### src/rtl/serial_add_pkg.sv
// ---------------------------------------------------------------------------
// serial_add_pkg
//   Definitions shared by the bit-serial adder controller and its bench:
//   the controller state encoding and the supported operand width ceiling.
// ---------------------------------------------------------------------------
package serial_add_pkg;

  // Widest operand the controller is qualified for.
  localparam int MAX_WIDTH = 32;

  // Controller states. Encoding 2'd3 is unused and recovers to ST_IDLE.
  typedef enum logic [1:0] {
    ST_IDLE = 2'd0,
    ST_ADD  = 2'd1,
    ST_DONE = 2'd2
  } state_e;

endpackage : serial_add_pkg

### src/rtl/Full_Adder.sv
// ---------------------------------------------------------------------------
// Full_Adder
//   Shared 1-bit full-adder cell.
//   Ports:
//     sum   out  a ^ b ^ c_in
//     c_out out  carry out of this bit
//     a, b  in   operand bits
//     c_in  in   carry into this bit
// ---------------------------------------------------------------------------
module Full_Adder (
  output logic sum,
  output logic c_out,
  input  logic a,
  input  logic b,
  input  logic c_in
);

  logic half_sum;

  assign half_sum = a ^ b;
  assign sum      = half_sum ^ c_in;
  assign c_out    = (a & b) | (c_in & half_sum);

endmodule : Full_Adder

### src/rtl/serial_add_ctrl.sv
// ---------------------------------------------------------------------------
// serial_add_ctrl
//   Bit-serial adder controller. Operands are accepted over a valid/ready
//   handshake and added LSB-first through a single Full_Adder cell, one bit
//   per clock, with the carry held in a register between bits. The WIDTH-bit
//   sum, the carry out of the MSB and the signed overflow flag are presented
//   over a valid/ready result handshake.
//
//   Ports:
//     clk        in   rising-edge clock
//     rst_n      in   synchronous active-low reset
//     in_valid   in   a, b, c_in valid
//     in_ready   out  controller idle and able to take operands
//     a, b       in   WIDTH-bit operands
//     c_in       in   carry into bit 0
//     out_valid  out  sum, c_out, ovf valid
//     out_ready  in   consumer takes the result
//     sum        out  a + b + c_in mod 2^WIDTH
//     c_out      out  carry out of the MSB
//     ovf        out  signed overflow (carry into MSB ^ carry out of MSB)
//
//   Timing: an operand accepted on edge E produces out_valid=1 right after
//   edge E+WIDTH. Minimum of WIDTH+2 cycles per operation.
// ---------------------------------------------------------------------------
module serial_add_ctrl
  import serial_add_pkg::*;
#(
  parameter int WIDTH = 8
) (
  input  logic             clk,
  input  logic             rst_n,
  input  logic             in_valid,
  output logic             in_ready,
  input  logic [WIDTH-1:0] a,
  input  logic [WIDTH-1:0] b,
  input  logic             c_in,
  output logic             out_valid,
  input  logic             out_ready,
  output logic [WIDTH-1:0] sum,
  output logic             c_out,
  output logic             ovf
);

  localparam int                 CNT_W    = $clog2(WIDTH) + 1;
  localparam logic [CNT_W-1:0]   CNT_LAST = CNT_W'(WIDTH - 1);

  if (WIDTH < 1 || WIDTH > MAX_WIDTH) begin : g_bad_width
    $error("serial_add_ctrl: WIDTH must be in 1..MAX_WIDTH");
  end

  state_e           state_q,     state_d;
  logic [CNT_W-1:0] cnt_q,       cnt_d;
  logic [WIDTH-1:0] a_sr_q,      a_sr_d;
  logic [WIDTH-1:0] b_sr_q,      b_sr_d;
  logic [WIDTH-1:0] s_sr_q,      s_sr_d;
  logic             carry_q,     carry_d;
  logic [WIDTH-1:0] sum_q,       sum_d;
  logic             c_out_q,     c_out_d;
  logic             ovf_q,       ovf_d;
  logic             in_ready_q,  in_ready_d;
  logic             out_valid_q, out_valid_d;

  // Bit-serial datapath: the only adder logic in the block.
  logic fa_sum;
  logic fa_c_out;

  Full_Adder u_full_adder (
    .sum   (fa_sum),
    .c_out (fa_c_out),
    .a     (a_sr_q[0]),
    .b     (b_sr_q[0]),
    .c_in  (carry_q)
  );

  // Sum register after this cycle's bit enters at the MSB end.
  logic [WIDTH-1:0] s_shift;

  always_comb begin
    // NOTE: every variable gets a default before the case so no path leaves
    // it unassigned; otherwise synthesis infers a latch.
    state_d = state_q;
    cnt_d   = cnt_q;
    a_sr_d  = a_sr_q;
    b_sr_d  = b_sr_q;
    s_sr_d  = s_sr_q;
    carry_d = carry_q;
    sum_d   = sum_q;
    c_out_d = c_out_q;
    ovf_d   = ovf_q;

    s_shift            = s_sr_q >> 1;
    s_shift[WIDTH-1]   = fa_sum;

    case (state_q)
      ST_IDLE: begin
        if (in_valid && in_ready_q) begin
          a_sr_d  = a;
          b_sr_d  = b;
          carry_d = c_in;
          cnt_d   = '0;
          state_d = ST_ADD;
        end
      end

      ST_ADD: begin
        a_sr_d  = a_sr_q >> 1;
        b_sr_d  = b_sr_q >> 1;
        s_sr_d  = s_shift;
        carry_d = fa_c_out;
        cnt_d   = cnt_q + CNT_W'(1);
        if (cnt_q == CNT_LAST) begin
          // carry_q is the carry into the MSB on this last bit.
          sum_d   = s_shift;
          c_out_d = fa_c_out;
          ovf_d   = carry_q ^ fa_c_out;
          state_d = ST_DONE;
        end
      end

      ST_DONE: begin
        if (out_ready) begin
          state_d = ST_IDLE;
        end
      end

      default: state_d = ST_IDLE;
    endcase

    // Handshake outputs are registered copies of the next-state decode, so
    // they come straight from flops with no path from in_valid/out_ready.
    in_ready_d  = (state_d == ST_IDLE);
    out_valid_d = (state_d == ST_DONE);
  end

  // NOTE: sequential state uses non-blocking assignments so every flop
  // samples its pre-edge inputs, independent of statement order.
  always_ff @(posedge clk) begin
    if (!rst_n) begin
      state_q     <= ST_IDLE;
      in_ready_q  <= 1'b1;
      out_valid_q <= 1'b0;
      sum_q       <= '0;
      c_out_q     <= 1'b0;
      ovf_q       <= 1'b0;
      // NOTE: the shift registers are not observable before being loaded, but
      // resetting them keeps the datapath free of X after reset for free.
      cnt_q       <= '0;
      a_sr_q      <= '0;
      b_sr_q      <= '0;
      s_sr_q      <= '0;
      carry_q     <= 1'b0;
    end else begin
      state_q     <= state_d;
      in_ready_q  <= in_ready_d;
      out_valid_q <= out_valid_d;
      sum_q       <= sum_d;
      c_out_q     <= c_out_d;
      ovf_q       <= ovf_d;
      cnt_q       <= cnt_d;
      a_sr_q      <= a_sr_d;
      b_sr_q      <= b_sr_d;
      s_sr_q      <= s_sr_d;
      carry_q     <= carry_d;
    end
  end

  assign in_ready  = in_ready_q;
  assign out_valid = out_valid_q;
  assign sum       = sum_q;
  assign c_out     = c_out_q;
  assign ovf       = ovf_q;

endmodule : serial_add_ctrl

### config.mk
export PLATFORM = sky130hd
export DESIGN_NAME = serial_add_ctrl
export DESIGN_NICKNAME = d
export VERILOG_FILES = /design/src/rtl/serial_add_pkg.sv /design/src/rtl/Full_Adder.sv /design/src/rtl/serial_add_ctrl.sv
export SDC_FILE = /design/constraint.sdc
export NUM_CORES = 1
export LEC_CHECK = 0
export CAP_MARGIN = 25
export CORE_ASPECT_RATIO = 1.4
export CORE_UTILIZATION = 50
export CTS_CLUSTER_DIAMETER = 150
export DETAILED_ROUTE_END_ITERATION = 6
export DONT_BUFFER_PORTS = 1
export PLACE_DENSITY = 0.66
export SLEW_MARGIN = 15
export SYNTH_ARGS = -nofsm -noshare
export SYNTH_HDL_FRONTEND = slang
export SYNTH_SLANG_ARGS = --single-unit
### constraint.sdc
create_clock -name clk -period 1.2 [get_ports clk]
set_clock_uncertainty 0.15 [all_clocks]
set_input_delay 0.12 -clock clk [delete_from_list [all_inputs] [get_ports clk]]
set_output_delay 0.12 -clock clk [all_outputs]
set_load 0.02 [all_outputs]
## After elaboration in Yosys (flattened, before gate mapping)

Index checks and enable logic that the tools add are counted.

| word-level totals | value |
|---|---|
| register bits after elaboration | 43 |
| input port bits | 21 |
| output and inout bits | 12 |
| word-level logic and storage cells | 41 |

| cells by class | value |
|---|---|
| $add $sub $neg | 1 |
| equal/unequal tests | 5 |
| muxes and demuxes | 12 |
| bitwise gates (word level) | 6 |
| reduce and logical (&&, ||, !) cells | 6 |

Operators with widths:

| cell | count |
|---|---|
| one-hot mux 8 bit (2 select lines) | 2 |
| 2-to-1 mux 8 bit | 2 |
| one-hot mux 4 bit (2 select lines) | 1 |
| 2-to-1 mux 2 bit | 3 |
| one-hot mux 2 bit (3 select lines) | 1 |
| adder 4 x 1 -> 4 bit, second input constant | 1 |
| equality test 2 bit, second input constant | 2 |
| equality test 4 x 3 -> 1 bit, second input constant | 1 |
| logical NOT 2 bit | 2 |
| 2-to-1 mux 4 bit | 1 |
| AND reduction 2 bit | 2 |
| bitwise XOR 1 bit | 3 |
| AND 1 bit | 2 |
| equality test 2 x 1 -> 1 bit, second input constant | 1 |
| != test 2 bit, second input constant | 1 |
| one-hot mux 1 bit (2 select lines) | 1 |
| nonzero test 2 bit | 1 |
| logical AND 1 bit | 1 |
| 2-to-1 mux 1 bit | 1 |
| bitwise OR 1 bit | 1 |

## Depth between registers and ports, before layout

| depth | value |
|---|---|
| word-level depth | 4 |
| depth in mapped cells | 5 |
| mapped depth without buffers | 4 |

## Hierarchy

From an unflattened synthesis, not the netlist that was laid out.

| second synthesis, totals | value |
|---|---|
| cells, all modules | 208 |
| area, all modules | 1756.7 um^2 |

Modules (own cells, without submodules):

| module | instances | cells an instance | area each (um^2) | seq. area each (um^2) |
|---|---|---|---|---|
| serial_add_ctrl | 1 | 207 | 1736.7 | 840.8 |
| Full_Adder | 1 | 1 | 20.0 | 0.0 |

## Worst setup path before layout

Ideal clock, no wire load.

| timing | value |
|---|---|
| path kind | register to register |
| start point | register in_ready_q (netlist: in_ready) |
| end point | register a_sr_q[1] |
| setup time | 0.088 ns |
| arrival | 1.176 ns |
| data required time | 0.962 ns |
| path slack | -0.214 ns |
| stages on the path, launching flop included | 5 |
| path buffers | 1 |
| clock period less this slack | 1.414 ns |
| cells stage by stage | dfxtp_1 -> a21o_1 -> buf_2 -> a21oi_1 -> a311oi_2 |

| between the ends | value |
|---|---|
| cells in the longest elaborated chain, start to end | 3 |

Ends and longest elaborated chain:

| element | RTL line | source |
|---|---|---|
| start: declaration | serial_add_ctrl.sv:60 | `logic in_ready_q, in_ready_d;` |
| start signal: assignment | serial_add_ctrl.sv:154 | `in_ready_q <= in_ready_d;` |
| logical AND 1 bit | serial_add_ctrl.sv:96 | `if (in_valid && in_ready_q) begin` |
| != test 2 bit (no source line) | -- |  |
| AND reduction 2 bit (no source line) | -- |  |
| end signal: assignment | serial_add_ctrl.sv:160 | `a_sr_q <= a_sr_d;` |
| end: declaration | serial_add_ctrl.sv:53 | `logic [WIDTH-1:0] a_sr_q, a_sr_d;` |

No other way between the ends.
A chain may end at the register's enable or synchronous reset.

## Final worst setup path

| timing | value |
|---|---|
| start point | register cnt_q[1] |
| end point | register state_q[1] |

| between the ends | value |
|---|---|
| cells in the longest elaborated chain, start to end | 3 |

Ends and longest elaborated chain:

| element | RTL line | source |
|---|---|---|
| start: declaration | serial_add_ctrl.sv:52 | `logic [CNT_W-1:0] cnt_q, cnt_d;` |
| start signal: assignment | serial_add_ctrl.sv:159 | `cnt_q <= cnt_d;` |
| equality test 4 x 3 -> 1 bit | serial_add_ctrl.sv:111 | `if (cnt_q == CNT_LAST) begin` |
| 2-to-1 mux 2 bit | serial_add_ctrl.sv:111 |  |
| one-hot mux 2 bit (3 select lines) | serial_add_ctrl.sv:94 | `case (state_q)` |
| end signal: assignment | serial_add_ctrl.sv:153 | `state_q <= state_d;` |
| end: declaration | serial_add_ctrl.sv:51 | `state_e state_q, state_d;` |

No other way between the ends.

==> results.py <==
metrics = {
    "outcome": {
        "status": "finished with violations",
        "violations": "setup timing",
    },
    "synthesis": {
        "yosysWarnings": 0,
        "synth_edf_count": 0,
        "syn_nets": 233,
        "synth_top_cell_area_share_pct": 47.5,
        "synth.area.top_cells": "dfxtp_1, a21oi_1, nand2_1",
        "ys_dominant_reg_cell": "dfxtp_1",
        "syn_area_per_cell_um2": 8.43,
        "yosysTopAreaCell": "dfxtp_1",
        "seq_area_frac_synth_pct": 47.5,
        "syn-instance-count": 210,
        "synthArstFlopShare_pct": 0,
        "syn-cell-area_mm2": 0.00177,
        "synth.distinct_cells": 32,
        "ys_ff_latch": 42,
    },
    "global_routing": {
        "antenna_found_initial": 0,
        "grt_max_degree": 27,
        "grt_pass1_wl_mm": 7.23,
        "grt_pass1_vias": 1665,
        "overflow": 0,
        "grt.total_usage_pct": 25.4,
    },
    "power_and_ir_drop": {
        "switching_share_pct": 26.3,
        "finalPower_mw": 3.27,
        "ir_worst_vdd_v": 0.000980,
        "p_leak_nw": 0.961,
        "clkPwrFrac_pct": 33.5,
        "p_seq_share_pct": 46.6,
        "pwr-share-comb_pct": 19.9,
        "power.internal_mw": 2.41,
        "p_switching_uw": 860,
        "powerDensity_mw_per_mm2": 1240,
    },
    "detailed_routing": {
        "ant_nets": 0,
        "num_vias": 1716,
        "drt-initial-drc-count": 59,
        "drt_first_pass_iters": 4,
        "vias_per_cell": 5.76,
        "routedWlPerCell_um": 15.9,
        "routed_wl_mm": 4.73,
        "post-route-drc-count": 0,
    },
    "timing": {
        "setup_viol": 39,
        "max-slew-margin-rel_pct": 76.9,
        "hold_viol": 0,
        "worstMarginPinSlew_ps": 346,
        "rsz0062_at_grt": "yes",
        "whs_ps": 73.9,
        "setup_slack_ps": -182,
        "finalCritPeriodShare_pct": 115,
        "min_period_ps": 1380,
        "fmax_ghz": 0.723,
        "slew_viol_final": 0,
    },
    "final_layout": {
        "final_area_mm2": 0.00263,
        "nFillCells": 239,
        "nets": 280,
        "utilization_pct": 77.9,
        "area_delta_synth_final_pct": 48.6,
        "diodes": 0,
        "drive_gt1_share_pct": 37.2,
    },
    "placement": {
        "post_dp_cell_area_mm2": 0.00206,
        "gp_congestion": 0.793,
        "port_buffers": 0,
        "dp_hpwl_mm": 2.81,
    },
    "worst_setup_path": {
        "crit_type": "flop to flop",
        "slowest_stage": "dfxtp_4",
        "crit_family": "flip-flops",
        "crit_path_max_fanout": 4,
        "critPathBufInv": 1,
        "cp-start-kind": "flop",
        "path_cells": "ha_4, nand3b_1, buf_4, nor2_4, o21a_1",
        "crit_required_ps": 1280,
        "cp.arrival_ps": 1460,
        "cp-end-kind": "flop",
        "cp_slowest_stage_delay_ps": 370,
    },
    "floorplanning": {
        "dieArea_mm2": 0.00379,
        "fp.dieH_um": 72.4,
        "core_mm2": 0.00338,
        "ios": 33,
        "start_util_pct": 52.4,
        "num_rows": 25,
        "dieWidth_um": 52.3,
    },
    "flow_run": {
        "maxCapViolations": 0,
    },
    "clock_network": {
        "numCtsBuffers": 5,
        "clk_pin_slew_ps": 80,
        "clockRootBuffer": "clkbuf_8",
        "clockBufferDepth": 2,
        "clock_latency_ps": 290,
        "numClockSinks": 42,
        "htreeDepth": 2,
        "cts_tree": "done",
    },
    "hold_path": {
        "hold_class": "primary input to flop",
    },
}
final timing paths:
path              startpoint         end  slack [ps]  cells after the start
setup / recovery    cnt_q[1]  state_q[1]        -180                      5
hold / removal      in_valid   a_sr_q[7]          70                      3
setup reg to reg    cnt_q[1]  state_q[1]        -180                      5
hold reg to reg       sum[6]      sum[6]         320                      2
synthesized netlist by cell type, types with 2 or more instances:
master    count
a311oi_1     14
dfxtp_1      42
a311oi_2      2
clkbuf_1      5
o21a_1        2
nor2_1        2
nand3_1      13
buf_2        10
nand3b_1      2
nand2_1      48
a21oi_1      37
o21ai_0      12
buf_4         2
worst register-to-register path, stage by stage (launching register included):
cell	delay, ps
dfxtp_4	370
ha_4	160
nand3b_1	170
buf_4	190
nor2_4	130
o21a_1	150
layer usage:
metal	global-route usage (%)	wire (um)	vias up
met4	10.5	87	0
met2	45.4	2580	48
met1	27.9	1930	816
met5	0	0	-
met3	5.87	133	8
li1	-	-	844
final cells by class:
type / count / area [um^2] / area share, %
tap: 40 / 50.0 / 1.90
clock inverter: 3 / 40.0 / 1.52
sequential: 42 / 862 / 32.8
clock buffer: 5 / 68.8 / 2.62
timing repair buffer: 57 / 589 / 22.4
inverter: 2 / 8.76 / 0.333
multi-input combinational: 149 / 1010 / 38.5
flip-flops by register name (all words and copies together) (netlist names), 2 cells and up:
signal   cells
sum          8
s_sr_q       7
state_q      2
b_sr_q       8
a_sr_q       8
cnt_q        4
metrics by stage:
| stage | cells | TNS (ps) | setup slack [ps] |
|---|---|---|---|
| 2_1_floorplan | 210 | -1480 | -81.3 |
| 3_3_place_gp | 262 | -2320 | -99.3 |
| 3_5_place_dp | 262 | -4030 | -179 |
| 4_1_cts | 291 | -3830 | -141 |
| 5_1_grt | 298 | -6460 | -234 |
| 6_report | 298 | -4390 | -182 |
power by group through the flow:
stage                     Sequential (mW)  Combinational [mW]  Clock (mW)
after floorplan                      1.56               0.338           0
after global placement               1.55               0.444           0
after detailed placement             1.56               0.459           0
after CTS                            1.52               0.565        1.12
after global routing                 1.53               0.699        1.17
final                                1.53               0.652        1.10
kinds of logic after synthesis:
| logic type | count (synthesis) | synth area share [%] |
|---|---|---|
| and+or+nand+nor | 75 | 19.5 |
| AOI/OAI and AO/OA | 70 | 24.9 |
| buffers and inverters | 20 | 5.79 |
| adders and majority gates | 2 | 1.84 |
| xor gates and xnor gates | 1 | 0.495 |
| DFF | 42 | 47.5 |
placed cells by master (no fill, tap or decap), types with 2 or more instances in the layout:
cell type / count
nand2_1: 42
dfxtp_1: 35
a21oi_1: 30
buf_4: 27
dlygate4sd3_1: 20
nand3_1: 13
a311oi_2: 10
a21oi_2: 6
a311oi_1: 6
nand2_2: 6
o21ai_1: 6
o21ai_2: 6
clkbuf_8: 5
dfxtp_4: 5
buf_12: 5
clkinv_2: 3
buf_6: 3
nand3b_1: 2
and2_4: 2
o21a_1: 2
dfxtp_2: 2
what timing repair did:
action,CTS,global route
setup endpoints to repair,38,42
hold buffers,20,0
gates resized for setup,22,22
pin swaps,5,6
buffers inserted,0,5
endpoints found under the hold margin,33,0
cloned,1,2
No activity file was read; power rests on OpenSTA's default activity.
